==> src/rtl/z_bitpack_if.sv <==
// BRAM read port and packed output stream of the z-vector bit packer.
// master: packer side; slave: BRAM model and stream consumer side.
interface z_bitpack_if #(
   parameter int unsigned ADDR_POLY_WIDTH = 9,
   parameter int unsigned WORD_LEN        = 96,
   parameter int unsigned DATA_OUT_BITS   = 64
);
   logic [ADDR_POLY_WIDTH-1:0] addr_vector_z;
   logic [WORD_LEN-1:0]        dout_vector_z;
   logic [DATA_OUT_BITS-1:0]   data_out;
   logic                       out_valid;
   logic                       out_ready;
   logic                       out_last;

   modport master (
      output addr_vector_z,
      input  dout_vector_z,
      output data_out,
      output out_valid,
      input  out_ready,
      output out_last
   );

   modport slave (
      input  addr_vector_z,
      output dout_vector_z,
      input  data_out,
      input  out_valid,
      output out_ready,
      input  out_last
   );
endinterface

==> src/rtl/z_bitpack.sv <==
// Packs z (stored mod q) as gamma1 - z into COEFF_BIT_LEN-bit fields, little-endian stream.
// Optional macro Z_RANGE_CHECK_EN builds a sticky out-of-range flag on range_err.
module z_bitpack #(
   parameter int unsigned L               = 7,
   parameter int unsigned N               = 256,
   parameter int unsigned GAMMA1          = 19,
   parameter int unsigned COEFF_BIT_LEN   = GAMMA1 + 1,
   parameter int unsigned COEFF_WIDTH     = 24,
   parameter int unsigned WORD_LEN        = COEFF_WIDTH * 4,
   parameter int unsigned DATA_OUT_BITS   = 64,
   parameter int unsigned ADDR_POLY_WIDTH = $clog2(L * N * COEFF_WIDTH / WORD_LEN)
) (
   input  logic         clk,
   input  logic         rst,
   input  logic         start,
   output logic         done,
   output logic         range_err,
   z_bitpack_if.master  bus
);

   localparam int unsigned BufW  = DATA_OUT_BITS + COEFF_BIT_LEN;
   localparam int unsigned CntW  = $clog2(BufW + 1);
   localparam int unsigned CoefW = $clog2(L * N + 1);
   localparam int unsigned ZW    = COEFF_WIDTH + 2;

   localparam logic [CntW-1:0]         OutBitsC  = CntW'(DATA_OUT_BITS);
   localparam logic [CntW-1:0]         CoefBitsC = CntW'(COEFF_BIT_LEN);
   localparam logic [CoefW-1:0]        LastCoefC = CoefW'(L * N - 1);
   localparam logic [COEFF_WIDTH-1:0]  HalfQC    = COEFF_WIDTH'((8380417 - 1) / 2);
   localparam logic signed [ZW-1:0]    QC        = ZW'(8380417);
   localparam logic signed [ZW-1:0]    Gamma1C   = ZW'(2 ** GAMMA1);

   typedef enum logic [2:0] {
      StIdle, StFetch, StWait, StLatch, StPack, StDrain, StDone
   } state_e;

   state_e                      state_q, state_d;
   logic [ADDR_POLY_WIDTH-1:0]  addr_q, addr_d;
   logic [WORD_LEN-1:0]         word_q, word_d;
   logic [1:0]                  sub_q, sub_d;
   logic [CoefW-1:0]            coef_q, coef_d;
   logic [BufW-1:0]             bit_buf_q, bit_buf_d;
   logic [CntW-1:0]             cnt_q, cnt_d;
   logic [DATA_OUT_BITS-1:0]    data_q, data_d;
   logic                        valid_q, valid_d;
   logic                        last_q, last_d;

   logic [COEFF_WIDTH-1:0]      coef_raw;
   logic signed [ZW-1:0]        z_val;
   logic [COEFF_BIT_LEN-1:0]    v;
   logic                        can_move;
   logic                        pack_fire;

   // Centred representative of the stored residue, then the packed field gamma1 - z.
   always_comb begin
      coef_raw = word_q[sub_q * COEFF_WIDTH +: COEFF_WIDTH];
      if (coef_raw > HalfQC) begin
         z_val = $signed({2'b00, coef_raw}) - QC;
      end else begin
         z_val = $signed({2'b00, coef_raw});
      end
      v = COEFF_BIT_LEN'(Gamma1C - z_val);
   end

   assign can_move  = !valid_q || bus.out_ready;
   assign pack_fire = (state_q == StPack) && (cnt_q < OutBitsC);

   always_comb begin
      state_d   = state_q;
      addr_d    = addr_q;
      word_d    = word_q;
      sub_d     = sub_q;
      coef_d    = coef_q;
      bit_buf_d = bit_buf_q;
      cnt_d     = cnt_q;
      data_d    = data_q;
      valid_d   = valid_q;
      last_d    = last_q;

      if (valid_q && bus.out_ready) begin
         valid_d = 1'b0;
         last_d  = 1'b0;
      end

      // Output move; never coincides with an insert since that needs cnt_q < DATA_OUT_BITS.
      if (cnt_q >= OutBitsC && can_move) begin
         data_d    = bit_buf_q[DATA_OUT_BITS-1:0];
         bit_buf_d = bit_buf_q >> DATA_OUT_BITS;
         cnt_d     = cnt_q - OutBitsC;
         valid_d   = 1'b1;
         last_d    = (state_q == StDrain) && (cnt_q == OutBitsC);
      end else if (state_q == StDrain && cnt_q != '0 && can_move) begin
         data_d    = bit_buf_q[DATA_OUT_BITS-1:0];
         bit_buf_d = '0;
         cnt_d     = '0;
         valid_d   = 1'b1;
         last_d    = 1'b1;
      end

      unique case (state_q)
         StIdle, StDone: begin
            if (start) begin
               state_d   = StFetch;
               addr_d    = '0;
               sub_d     = '0;
               coef_d    = '0;
               bit_buf_d = '0;
               cnt_d     = '0;
               valid_d   = 1'b0;
               last_d    = 1'b0;
            end
         end
         StFetch: state_d = StWait;
         StWait:  state_d = StLatch;
         StLatch: begin
            word_d  = bus.dout_vector_z;
            state_d = StPack;
         end
         StPack: begin
            if (pack_fire) begin
               bit_buf_d = bit_buf_q | (BufW'(v) << cnt_q);
               cnt_d     = cnt_q + CoefBitsC;
               coef_d    = coef_q + CoefW'(1);
               sub_d     = sub_q + 2'd1;
               if (coef_q == LastCoefC) begin
                  state_d = StDrain;
               end else if (sub_q == 2'd3) begin
                  state_d = StFetch;
                  addr_d  = addr_q + ADDR_POLY_WIDTH'(1);
               end
            end
         end
         StDrain: begin
            if (cnt_q == '0 && can_move) begin
               state_d = StDone;
            end
         end
         default: state_d = StIdle;
      endcase
   end

   always_ff @(posedge clk) begin
      if (!rst) begin
         state_q   <= StIdle;
         addr_q    <= '0;
         word_q    <= '0;
         sub_q     <= '0;
         coef_q    <= '0;
         bit_buf_q <= '0;
         cnt_q     <= '0;
         data_q    <= '0;
         valid_q   <= 1'b0;
         last_q    <= 1'b0;
      end else begin
         state_q   <= state_d;
         addr_q    <= addr_d;
         word_q    <= word_d;
         sub_q     <= sub_d;
         coef_q    <= coef_d;
         bit_buf_q <= bit_buf_d;
         cnt_q     <= cnt_d;
         data_q    <= data_d;
         valid_q   <= valid_d;
         last_q    <= last_d;
      end
   end

`ifdef Z_RANGE_CHECK_EN
   localparam logic signed [ZW-1:0] MinZC = ZW'(1) - Gamma1C;

   logic err_q, err_d;

   always_comb begin
      err_d = err_q;
      if ((state_q == StIdle || state_q == StDone) && start) begin
         err_d = 1'b0;
      end else if (pack_fire && (z_val > Gamma1C || z_val < MinZC)) begin
         err_d = 1'b1;
      end
   end

   always_ff @(posedge clk) begin
      if (!rst) begin
         err_q <= 1'b0;
      end else begin
         err_q <= err_d;
      end
   end

   assign range_err = err_q;
`else
   assign range_err = 1'b0;
`endif

   assign bus.addr_vector_z = addr_q;
   assign bus.data_out      = data_q;
   assign bus.out_valid     = valid_q;
   assign bus.out_last      = last_q;
   assign done              = (state_q == StDone);

endmodule

==> src/flat_wrapper.sv <==
// flat-port wrapper written by rule: the top's interface ports become plain ports
module z_bitpack_flat 
#(
   parameter int unsigned L               = 7,
   parameter int unsigned N               = 256,
   parameter int unsigned GAMMA1          = 19,
   parameter int unsigned COEFF_BIT_LEN   = GAMMA1 + 1,
   parameter int unsigned COEFF_WIDTH     = 24,
   parameter int unsigned WORD_LEN        = COEFF_WIDTH * 4,
   parameter int unsigned DATA_OUT_BITS   = 64,
   parameter int unsigned ADDR_POLY_WIDTH = $clog2(L * N * COEFF_WIDTH / WORD_LEN)
)
  (clk, rst, start, done, range_err, bus_addr_vector_z, bus_dout_vector_z, bus_data_out, bus_out_valid, bus_out_ready, bus_out_last);
  z_bitpack_if #(.ADDR_POLY_WIDTH(ADDR_POLY_WIDTH), .WORD_LEN(WORD_LEN), .DATA_OUT_BITS(DATA_OUT_BITS)) bus_i ();
  input  logic clk;
  input  logic rst;
  input  logic start;
  output logic done;
  output logic range_err;
  output wire logic [$bits(bus_i.addr_vector_z)-1:0] bus_addr_vector_z;
  input wire logic [$bits(bus_i.dout_vector_z)-1:0] bus_dout_vector_z;
  output wire logic [$bits(bus_i.data_out)-1:0] bus_data_out;
  output wire logic [$bits(bus_i.out_valid)-1:0] bus_out_valid;
  input wire logic [$bits(bus_i.out_ready)-1:0] bus_out_ready;
  output wire logic [$bits(bus_i.out_last)-1:0] bus_out_last;
  assign bus_addr_vector_z = bus_i.addr_vector_z;
  assign bus_i.dout_vector_z = bus_dout_vector_z;
  assign bus_data_out = bus_i.data_out;
  assign bus_out_valid = bus_i.out_valid;
  assign bus_i.out_ready = bus_out_ready;
  assign bus_out_last = bus_i.out_last;
  z_bitpack #(.L(L), .N(N), .GAMMA1(GAMMA1), .COEFF_BIT_LEN(COEFF_BIT_LEN), .COEFF_WIDTH(COEFF_WIDTH), .WORD_LEN(WORD_LEN), .DATA_OUT_BITS(DATA_OUT_BITS), .ADDR_POLY_WIDTH(ADDR_POLY_WIDTH)) u_core (.clk(clk), .rst(rst), .start(start), .done(done), .range_err(range_err), .bus(bus_i));
endmodule
==> config.mk <==
export PLATFORM = sky130hd
export DESIGN_NAME = z_bitpack_flat
export DESIGN_NICKNAME = d
export VERILOG_FILES = /design/src/rtl/z_bitpack_if.sv /design/src/rtl/z_bitpack.sv /design/src/flat_wrapper.sv
export SDC_FILE = /design/constraint.sdc
export NUM_CORES = 1
export LEC_CHECK = 0
export CORE_MARGIN = 2
export CORE_UTILIZATION = 61
export CTS_BUF_LIST = sky130_fd_sc_hd__clkbuf_8 sky130_fd_sc_hd__clkbuf_16
export CTS_CLUSTER_SIZE = 28
export DETAILED_ROUTE_END_ITERATION = 10
export PLACE_DENSITY = 0.92
export REMOVE_ABC_BUFFERS = 1
export SLEW_MARGIN = 40
export SYNTH_ARGS = -nofsm -noshare
export SYNTH_HDL_FRONTEND = slang
export SYNTH_SLANG_ARGS = --single-unit
==> constraint.sdc <==
create_clock -name clk -period 12.9 [get_ports clk]
set_clock_uncertainty 0.1 [all_clocks]
set_input_delay 2.58 -clock clk [delete_from_list [all_inputs] [get_ports clk]]
set_output_delay 2.58 -clock clk [all_outputs]
set_load 0.01 [all_outputs]
# Yosys cells after proc, flatten, opt, wreduce, memory -nomap -nowiden
# Index checks and enable logic that the tools add are counted.
[word_totals] ff_bits=278 in_bits=100 output_inout_bits=77 word_cells=97
[classes] n_addsub=7 n_mul=1 n_lt_le_gt_ge=3 eq_ne=15 n_shift=2 muxes=40 n_bitwise=1 reduce_logical=18
[op_table] cell="84-bit 2-to-1 mux" count=4
[op_table] cell="84-bit case mux with 2 select lines" count=1
[op_table] cell="64-bit 2-to-1 mux" count=2
[op_table] cell="96-bit by 8-bit variable part select with 24-bit output" count=1
[op_table] cell="84-bit OR" count=1
[op_table] cell="20-bit by 7-bit << shifter with 84-bit output" count=1
[op_table] cell="9-bit 2-to-1 mux" count=4
[op_table] cell="7-bit 2-to-1 mux" count=4
[op_table] cell="24-bit by 22-bit > comparator with 1-bit output, second input constant" count=1
[op_table] cell="11-bit 2-to-1 mux" count=2
[op_table] cell="11-bit case mux with 2 select lines" count=1
[op_table] cell="20-bit 2-to-1 mux" count=1
[op_table] cell="20-bit subtractor, first input constant" count=1
[op_table] cell="20-bit subtractor, second input constant" count=1
[op_table] cell="3-bit case mux with 6 select lines" count=1
[op_table] cell="9-bit case mux with 2 select lines" count=1
[op_table] cell="3-bit 2-to-1 mux" count=5
[op_table] cell="7-bit case mux with 2 select lines" count=1
[op_table] cell="11-bit by 1-bit adder with 11-bit output, second input constant" count=1
[op_table] cell="11-bit == test, second input constant" count=1
[op_table] cell="1-bit 2-to-1 mux" count=10
[op_table] cell="9-bit by 1-bit adder with 9-bit output, second input constant" count=1
[op_table] cell="3-bit == test, second input constant" count=3
[op_table] cell="2-bit inequality test, second input constant" count=4
[op_table] cell="25 further kinds" count=34

# Longest topological paths before layout
# Gate-level depths: netlist of run 1.
[logic_depth] depth_word=9 depth_mapped=28 mapped_depth_nobuf=22

# Worst setup path before layout of run 1
# OpenSTA, ideal clock, no wires.
[synth_timing] kind="reg-to-reg" startpoint="reg u_core.sub_q[0]" endpoint="reg u_core.bit_buf_q[19]" setup_ps=60 t_arrival_ps=6458 setup_slack_ps=6282 stages_incl_launch_ff=29 period_less_slack_ps=6618 cell_sequence="dfxtp_1 > buf_6 > buf_6 > buf_2 > mux4_2 > inv_1 > ha_1 > inv_1 > or4_4 > a21oi_4 > buf_6 > clkbuf_1 > xnor2_1 > inv_1 > ha_1 > inv_1 > nor2_1 > nor4bb_1 > o21ai_0 > o211ai_1 > nand3_1 > or3_1 > buf_2 > or3_4 > and3_1 > a311o_1 > mux4_2 > a211oi_1 > a221o_1"
[synth_between] elab_chain_len=9
[synth_rtl] item="start: declaration" line_no="z_bitpack.sv:40" rtl="logic [1:0] sub_q, sub_d;"
[synth_rtl] item="start signal: assignment" line_no="z_bitpack.sv:158" rtl="sub_q <= sub_d;"
[synth_rtl] item="2-bit by 2-bit multiplier with 4-bit output *" line_no="z_bitpack.sv:56" rtl="coef_raw = word_q[sub_q * COEFF_WIDTH +: COEFF_WIDTH];"
[synth_rtl] item="96-bit by 8-bit variable part select with 24-bit output *" line_no="z_bitpack.sv:56"
[synth_rtl] item="20-bit subtractor / 24-bit by 22-bit > comparator with 1-bit output (equally long branches)" line_no="z_bitpack.sv:58, z_bitpack.sv:57"
[synth_rtl] item="20-bit 2-to-1 mux *" line_no="z_bitpack.sv:57" rtl="if (coef_raw > HalfQC) begin"
[synth_rtl] item="20-bit subtractor *" line_no="z_bitpack.sv:62" rtl="v = COEFF_BIT_LEN'(Gamma1C - z_val);"
[synth_rtl] item="20-bit by 7-bit << shifter with 84-bit output *" line_no="z_bitpack.sv:121" rtl="bit_buf_d = bit_buf_q | (BufW'(v) << cnt_q);"
[synth_rtl] item="84-bit OR *" line_no="z_bitpack.sv:121"
[synth_rtl] item="84-bit 2-to-1 mux *" line_no="z_bitpack.sv:120" rtl="if (pack_fire) begin"
[synth_rtl] item="84-bit case mux with 2 select lines *" line_no="z_bitpack.sv:100" rtl="unique case (state_q)"
[synth_rtl] item="end signal: assignment" line_no="z_bitpack.sv:160" rtl="bit_buf_q <= bit_buf_d;"
[synth_rtl] item="end: declaration" line_no="z_bitpack.sv:42" rtl="logic [BufW-1:0] bit_buf_q, bit_buf_d;"
# Mark *: on every way between the ends. The rest lies on a longest branch, timed or not.
# A chain may end at the register's enable or synchronous reset.

# Final worst setup path of run 1
[layout_timing] startpoint="reg u_core.sub_q[0]" endpoint="reg u_core.bit_buf_q[53]"
# The elaborated chain is that of the path after synthesis.

==> flow_metrics.tcl, run 1 <==
set metrics [dict create \
    outcome "complete, no violations" \
    io_pins 177 \
    tns_ns 0 \
    slew_violations 0 \
    gr-total-overflow 0 \
    drive_gt1_share_pct 7.346 \
    dp.cells 2168 \
    p_leak_uw 0.005798 \
    crit_path_end_kind "register" \
    setup_viol 0 \
    dp_hpwl_um 28990 \
    cp_max_fo 21 \
    synth-async-reset-ratio_pct 0 \
    fmax_mhz 128.0 \
    fp.dieArea_sq_mm 0.02445 \
    tightest_slew_ns 0.9384 \
    wl_met3_um 3760 \
    dieHeight_um 156.4 \
    dr.first_iter.drc_count 1629 \
    synth_area_leaders "dfxtp_1 39%, nand2_1 11%, a21oi_1 8.2%" \
    min_period_ns 7.815 \
    clkTransAtPathRegs_ns 0.06 \
    cts-hold-fix-buffers 0 \
    via_per_inst 6.381 \
    synth_cells 1819 \
    reg2reg_depth 21 \
    synth_edf_count 0 \
    cp-start-kind "register" \
    hold_path_class "reg -> reg" \
    postCtsSetupBuffers 0 \
    area_growth_pct 19.36 \
    grt_pass1_vias 13170 \
    p_per_area_mw_per_mm2 173.9 \
    finalCritPeriodShare_pct 60.58 \
    synthDistinctLibCells 81 \
    ys_warn_count 0 \
    rows 55 \
    antenna_found_initial 0 \
    fin_cells 2218 \
    post_drt_wl_per_cell_um 18.81 \
    first_pass_iters 6 \
    clock_path_buffers 3 \
    netlist_area_sq_mm 0.01416 \
    dr.max_layer_used "met4" \
    coreArea_sq_mm 0.02271 \
    synth_top_area_share_pct 39.30 \
    clk_root_buffer_cell "clkbuf_16" \
    multiInputGateArea_sq_mm 0.008055 \
    cts_tree "built" \
    cts_resized 0 \
    routed_wl_um 41710 \
    cts_sinks 278 \
    vias 14150 \
    synth_top_area_cell "dfxtp_1" \
    cp.required_ns 13.22 \
    nets 2021 \
    wl_met2_um 19910 \
    synthTopCellsByCount "427 x nand2_1, 278 x dfxtp_1, 232 x a21oi_1" \
    wl_met1_um 15980 \
    drv_cap 0 \
    route.detailed.drc 0 \
    clock_latency_ns 0.55 \
    initial_core_util_pct 62.36 \
    synth.avg_cell_area_sq_um 7.785 \
    n_fill_cell 1643 \
    hold_depth 2 \
    n_antenna_cell 0 \
    grt_usage_pct 32.86 \
    grt_start_max_net_pins 109 \
    cts_buffers 28 \
    synth-seq-area-share_pct 39.30 \
    portBuffers 175 \
    irDropWorstVdd_mv 0.1089 \
    finalHoldViolations 0 \
    gp_congestion 1.015 \
    grt_pass1_wl_um 65910 \
    relSlewSlack_pct 36.96 \
    synth_seq_cells 278 \
    post-place-ws_ns 5.268 \
    drtAntennaViolNets 0 \
    seq_area_sq_mm 0.005567 \
    critical_path_class "reg -> reg" \
    htreeDepth 1 \
    rsz0062_at_grt "no" \
    ys.flop_type "dfxtp_1" \
    arrival_ns 8.14 \
    synth_most_common_cell "nand2_1" \
    dieWidth_um 156.4 \
    setup_ws_ns 5.085 \
]
==> state kept, by name (all words and copies together) (netlist names) <==
register and flops:
u_core.bus.addr_vector_z 9, u_core.bus.data_out 64, u_core.state_q 3, u_core.sub_q 2, u_core.word_q 96, u_core.bus.out_valid 1, u_core.bit_buf_q 84, u_core.bus.out_last 1
u_core.coef_q 11, u_core.cnt_q 7
==> layer usage <==
metal,track usage [%],vias to the layer above
li1,-,6628
met1,40.73,6545
met2,56.01,814
met3,5.234,166
met4,15.68,0
met5,0,-
==> report_power, final <==
| group | switching, uW | internal, uW |
|---|---|---|
| clock | 338 | 481 |
| combinational | 772 | 426 |
| sequential | 28.2 | 893 |
==> critical path, cell delays in order, from the launching register on <==
cell and delay [ns]:
dfxtp_1 0.61, buf_4 0.40, mux4_2 0.64, or4_1 0.71, or4_4 0.57, a21oi_4 0.51, xnor2_1 0.26, inv_1 0.10
ha_1 0.20, inv_1 0.07, nor2_1 0.10, nor4bb_1 0.25, o21ai_0 0.18, o211ai_1 0.22, nand3_1 0.25, or3_1 0.47
o21ai_0 0.34, a21oi_1 0.14, a2111oi_1 0.83, nor2b_1 0.15, mux2i_1 0.41, o21ai_1 0.15
==> cells by family after synthesis <==
kind of cell,after synthesis,synth area share [%]
other,1,0.02648
DFF,278,39.30
buffers and inverters,154,4.329
AOI/OAI and AO/OA,507,22.19
adders and majority gates,8,0.7069
and+or+nand+nor,776,24.17
muxes,53,6.627
xor gates and xnor gates,42,2.651
==> stage by stage <==
step	utilization, %	hold slack [ns]	power (uW)	area, sq um
after floorplan	-	0.3249	1749	13650
after global placement	70.18	0.3358	2061	15940
after detailed placement	70.26	0.3443	2080	15960
after CTS	74.37	0.3509	2894	16890
after global routing	74.43	0.3665	3053	16900
final	74.43	0.3507	2939	16900
==> area by class of cell <==
type | instances | share of cell area [%]
Multi-Input combinational cell | 1387 | 47.66
Sequential cell | 278 | 32.93
Timing Repair Buffer | 192 | 11.18
Clock buffer | 33 | 4.553
Tap cell | 285 | 2.110
Clock inverter | 17 | 0.9623
Inverter | 26 | 0.6070
==> path summary, 6_finish.rpt <==
path	start	endpoint	slack, ns
worst max register to register	u_core.sub_q[0]	u_core.bit_buf_q[53]	5.09
worst min register to register	u_core.bus.data_out[46]	u_core.bus.data_out[46]	0.35
worst min-delay path	u_core.bus.data_out[46]	u_core.bus.data_out[46]	0.35
worst max-delay path	u_core.sub_q[0]	u_core.bit_buf_q[53]	5.09
==> placed cells by master (no fill, tap or decap), types with 7 or more instances in the layout <==
cell,instances
nand2_1,426
dfxtp_1,277
a21oi_1,232
clkdlybuf4s50_1,174
nor2_1,130
o21ai_0,67
nor3_1,41
a22oi_1,34
mux4_2,32
nand3_1,31
clkbuf_16,28
inv_1,27
xnor2_1,23
a31oi_1,20
nand4_1,18
xor2_1,18
and2_1,17
a211oi_1,17
or2_2,15
mux2i_1,15
nor4_1,14
nand2b_1,14
o22ai_1,13
buf_4,13
and3_1,12
o31ai_1,12
or3_1,12
nor2b_1,11
o21a_1,10
o211ai_1,8
ha_1,8
o31a_1,7
a221oi_1,7
a22o_1,7
Note: power is estimated with default switching activity, not from simulation.
==> run 2: changes to the inputs <==
CORE_UTILIZATION = 56   (was 61)
PLACE_DENSITY = 0.85   (was 0.92)
clock period = 7.57 ns   (was 12.9 ns; I/O delays follow)
==> run 2 against run 1 <==
Effect of this change: worst setup slack lost 4.4 ns; register-to-register slack worse by 4.4 ns; sequential share of layout area fell by 0.36 points; cell count up 2.6%; combinational power up 75%; maximum frequency up 14%; design area rose by 1.2%; power rose by 74%; sequential power is 70% higher; sequential cell count stayed put; non-clock buffer count rose by 12; critical path type unchanged; highest routed layer unchanged.
==> flow_metrics.tcl, run 2 (synthesis gave the netlist of run 1 again) <==
set metrics [dict create \
    nets 2033 \
    grt_pass1_vias 13230 \
    cts_sinks 278 \
    setup_viol 0 \
    hp-start "u_core.word_q[69]" \
    largest_reg_flops 96 \
    p_clk_share_pct 28.2 \
    cts_resized 0 \
    via_per_inst 6.179 \
    cp_max_fo 13 \
    internal_power_uw 3150 \
    portBuffers 175 \
    first_pass_iters 5 \
    tns_ns 0 \
    cts-hold-fix-buffers 0 \
    crit_path_end_kind "register" \
    drive_gt1_share_pct 8.021 \
    grt_pass1_wl_um 68540 \
    route.detailed.drc 0 \
    io_pins 177 \
    final_cell_mix "426 x nand2_1, 275 x dfxtp_1, 232 x a21oi_1" \
    dieHeight_um 163.0 \
    clock_path_buffers 3 \
    rsz0062_at_grt "no" \
    n_fill_cell 2033 \
    relSlewSlack_pct 43.46 \
    switching_share_pct 38.45 \
    fp.dieArea_sq_mm 0.02658 \
    finalCritPeriodShare_pct 90.95 \
    critical_path_class "reg -> reg" \
    gr-total-overflow 0 \
    whs_endpoint "u_core.word_q[69]" \
    antenna_found_initial 0 \
    clk_root_buffer_cell "clkbuf_16" \
    r2r_start "u_core.sub_q[0]" \
    cts_buffers 28 \
    drv_cap 0 \
    outcome "complete, no violations" \
    p_per_area_mw_per_mm2 299.2 \
    arrival_ns 7.20 \
    p_switching_uw 1968 \
    coreArea_sq_mm 0.02504 \
    final_area_sq_mm 0.01711 \
    area_growth_pct 20.79 \
    finalHoldViolations 0 \
    post_drt_wl_per_cell_um 18.88 \
    drtAntennaViolNets 0 \
    cp-start-kind "register" \
    cp.required_ns 7.89 \
    irDropWorstVdd_mv 0.2174 \
    dr.first_iter.drc_count 1395 \
    slew_violations 0 \
    postCtsSetupBuffers 0 \
    hold_depth 2 \
    vias 14060 \
    p_leak_uw 0.005864 \
    layout_commonest_cell "nand2_1" \
    dpl_cell_area_sq_mm 0.01612 \
    multiInputGateArea_sq_mm 0.008050 \
    dp_hpwl_um 30300 \
    max_flop_register "u_core.word_q" \
    r2r_setup_slack_ns 0.69 \
    power_frac_seq_pct 30.7 \
    htreeDepth 1 \
    grt_usage_pct 31.61 \
    tightest_slew_ns 0.8450 \
    clkTransAtPathRegs_ns 0.06 \
    r2r_end "u_core.bit_buf_q[65]" \
    hold_path_class "reg -> reg" \
    clock_latency_ns 0.55 \
    gp_congestion 0.9754 \
    grt_start_max_net_pins 97 \
    dieWidth_um 163.0 \
    min_period_ns 6.885 \
    reg2reg_depth 22 \
    routed_wl_um 42950 \
    seq_area_sq_mm 0.005572 \
    power_frac_comb_pct 41.1 \
    n_antenna_cell 0 \
    cts_tree "built" \
    rows 58 \
    initial_core_util_pct 56.56 \
    fmax_mhz 145.2 \
]
==> run 2: cell types whose count changed in the layout (fill, tap and decap cells not counted), moves of 2 or more <==
| cell | previous run | this run |
|---|---|---|
| buf_4 | 13 | 24 |
| dfxtp_1 | 277 | 275 |
| clkinvlp_4 | 0 | 2 |
| clkinv_2 | 6 | 4 |
==> run 2: through the flow <==
stage	std cells	worst slack, ns	util [%]	power [uW]	hold WS (ns)
finish	2275	0.6852	68.32	5118	0.3503
global route	2275	0.1887	68.32	5338	0.3707
CTS	2275	0.7421	68.26	5064	0.3524
detailed placement	2225	0.7544	64.39	3628	0.3438
global placement	2222	0.8740	64.15	3594	0.3374
floorplan	1691	0.5607	-	2981	0.3249
==> run 2: final cells by class <==
| cell class | count | area share (%) |
|---|---|---|
| Clock buffer | 33 | 4.564 |
| Clock inverter | 17 | 1.090 |
| Inverter | 26 | 0.5998 |
| Multi-Input combinational cell | 1387 | 47.06 |
| Sequential cell | 278 | 32.57 |
| Tap cell | 330 | 2.414 |
| Timing Repair Buffer | 204 | 11.70 |
==> run 2: how the worst max path moves through the flow <==
stage | from | end | slack (ns) | cells past startpoint
finish | u_core.sub_q[0] | u_core.bit_buf_q[65] | 0.69 | 22
global route | u_core.sub_q[0] | u_core.bit_buf_q[65] | 0.19 | 21
CTS | u_core.sub_q[0] | u_core.bit_buf_q[19] | 0.74 | 21
detailed placement | u_core.sub_q[0] | u_core.bit_buf_q[19] | 0.75 | 21
global placement | u_core.sub_q[0] | u_core.bit_buf_q[19] | 0.87 | 21
floorplan | u_core.sub_q[0] | u_core.bit_buf_q[35] | 0.56 | 20
==> run 2: metal layers <==
layer,wire (um),GRT usage [%],up-vias
met1,17380,40.39,6608
met5,0,0,-
met3,3076,4.114,128
met4,1954,13.92,0
li1,-,-,6657
met2,20540,53.68,665
==> run 2: critical path, stage by stage, from the launching register on <==
cell and delay (ns):
dfxtp_2 0.58, buf_4 0.33, mux4_2 0.61, or4_1 0.60
or4_4 0.48, a21oi_4 0.18, xnor2_1 0.16, inv_1 0.10
ha_1 0.20, inv_1 0.08, nor2_1 0.09, nor4bb_1 0.26
o21ai_0 0.18, o211ai_1 0.22, nand3_1 0.27, or3_1 0.47
o21ai_0 0.32, a21oi_1 0.15, a2111oi_0 0.58, buf_4 0.22
o21ai_0 0.09, a32oi_1 0.34, a211oi_1 0.13
==> run 2: power groups by stage <==
stage	logic (uW)	registers (uW)	clock network (uW)
after floorplan	1390	1590	0
after global placement	2000	1600	0
after detailed placement	2030	1600	0
after CTS	2040	1570	1460
after global routing	2250	1580	1510
final	2100	1570	1440
==> run 3: changes to the inputs <==
REMOVE_ABC_BUFFERS = not set   (was 1)
==> run 3 against run 2 <==
Effect of this change: via count up 1.3%; sequential cell count unchanged; utilization down 0.36 points; cell count down 0.13%; highest routed layer unchanged.
==> flow_metrics.tcl, run 3 (synthesis gave the netlist of run 1 again) <==
set metrics [dict create \
    outcome "complete, no violations" \
    clock_latency_ns 0.55 \
    arrival_ns 7.33 \
    irDropWorstVdd_mv 0.1879 \
    cp.required_ns 7.96 \
    vias 14240 \
    clock_path_buffers 3 \
    rows 58 \
    first_pass_iters 7 \
    n_antenna_cell 0 \
    area_growth_pct 20.14 \
    routed_wl_um 44770 \
    dp_hpwl_um 32100 \
    setup_viol 0 \
    antenna_found_initial 0 \
    final_util_pct 67.96 \
    clk_root_buffer_cell "clkbuf_16" \
    critPathMaxStageDelay_ns 0.61 \
    drv_cap 0 \
    via_per_inst 6.266 \
    io_pins 177 \
    grt_start_max_net_pins 123 \
    grt_pass1_wl_um 70250 \
    coreArea_sq_mm 0.02504 \
    slew_violations 0 \
    cts_sinks 278 \
    post-place-ws_ns 0.7153 \
    cts_tree "built" \
    dieWidth_um 163.0 \
    cp-start-kind "register" \
    final_cell_mix "427 x nand2_1, 278 x dfxtp_1, 232 x a21oi_1" \
    largest_reg_flops 96 \
    p_per_area_mw_per_mm2 299.4 \
    cts-hold-fix-buffers 0 \
    cp_slowest_cell "mux4_2" \
    cts_resized 0 \
    drive_gt1_share_pct 7.570 \
    cts_buffers 28 \
    dr.first_iter.drc_count 1495 \
    min_period_ns 6.933 \
    relSlewSlack_pct 48.13 \
    grt_usage_pct 32.92 \
    htreeDepth 1 \
    portBuffers 175 \
    syn_nets 1927 \
    finalHoldViolations 0 \
    clkTransAtPathRegs_ns 0.07 \
    post_drt_wl_per_cell_um 19.71 \
    layout_commonest_cell "nand2_1" \
    tns_ns 0 \
    max_flop_register "u_core.word_q" \
    fp.dieArea_sq_mm 0.02658 \
    grt_pass1_vias 13220 \
    initial_core_util_pct 56.56 \
    critical_path_class "reg -> reg" \
    drtAntennaViolNets 0 \
    hold_path_class "reg -> reg" \
    path_cells "buf_4 -> mux4_2 -> or4_1 -> or4_4 -> a21oi_4 -> xnor2_1 -> inv_1 -> ha_1 -> inv_1 -> nor2_1 -> nor4bb_1 -> o21ai_0 -> o211ai_1 -> nand3_1 -> or3_1 -> or3_4 -> and3_1 -> a311o_1 -> mux4_2 -> a211oi_1 -> a221o_1" \
    postCtsSetupBuffers 0 \
    gr-total-overflow 0 \
    route.detailed.drc 0 \
    nets 2029 \
    gp_congestion 0.9450 \
    finalCritPeriodShare_pct 91.59 \
    dieHeight_um 163.0 \
    setup_ws_ns 0.6367 \
    rsz0062_at_grt "no" \
    tightest_slew_ns 0.7772 \
    fmax_mhz 144.2 \
    p_leak_uw 0.005835 \
    cp_max_fo 11 \
    crit_path_end_kind "register" \
]
[run 3: path summary, 6_finish.rpt]
kind / startpoint / endpoint / slack [ns] / cells after the start
worst max-delay path: u_core.sub_q[0] / u_core.bit_buf_q[19] / 0.64 / 21
worst max register to register: u_core.sub_q[0] / u_core.bit_buf_q[19] / 0.64 / 21
worst min register to register: u_core.word_q[45] / u_core.word_q[45] / 0.35 / 2
worst min-delay path: u_core.word_q[45] / u_core.word_q[45] / 0.35 / 2
[run 3: layer usage]
metal  part of all wire (%)  wire length [um]  track usage (%)
met5                      0                 0                0
met3                    9.0              4021            6.780
met4                    4.0              1779            12.19
met1                     41             18460            42.73
met2                     46             20510            54.28
[run 3: where the power goes]
group / total (uW) / internal [uW] / switching, uW
Combinational: 2100 / 734 / 1370
Sequential: 1570 / 1520 / 47.7
Clock: 1420 / 840 / 583
Total: 5090 / 3100 / 2000
[run 3: layout make-up]
| class | count | area (sq um) |
|---|---|---|
| clock buffers | 37 | 835.8 |
| fillers | 2073 | 8023 |
| repair buffers | 200 | 1946 |
| clock inverters | 14 | 123.9 |
| well taps | 330 | 412.9 |
| inverters | 26 | 105.1 |
| multi-input cells | 1387 | 8025 |
| flip-flops and latches | 278 | 5565 |
[run 3: through the flow]
step / cells / instance area [sq um] / total power [uW] / hold slack, ns
finish: 2272 / 17010 / 5093 / 0.3513
global route: 2272 / 17010 / 5304 / 0.3687
CTS: 2272 / 17000 / 5028 / 0.3500
detailed placement: 2221 / 16040 / 3615 / 0.3419
global placement: 2221 / 16040 / 3594 / 0.3388
floorplan: 1819 / 14160 / 3016 / 0.3249
[run 3: critical path: cells and delay by family, from the launching register on]
family	cells	cell delay [ns]
xor+xnor	1	0.17
simple gates	8	2.78
compound gates	6	1.40
buf+inv	3	0.48
mux	2	1.19
fa+ha+maj	1	0.20
flops	1	0.52
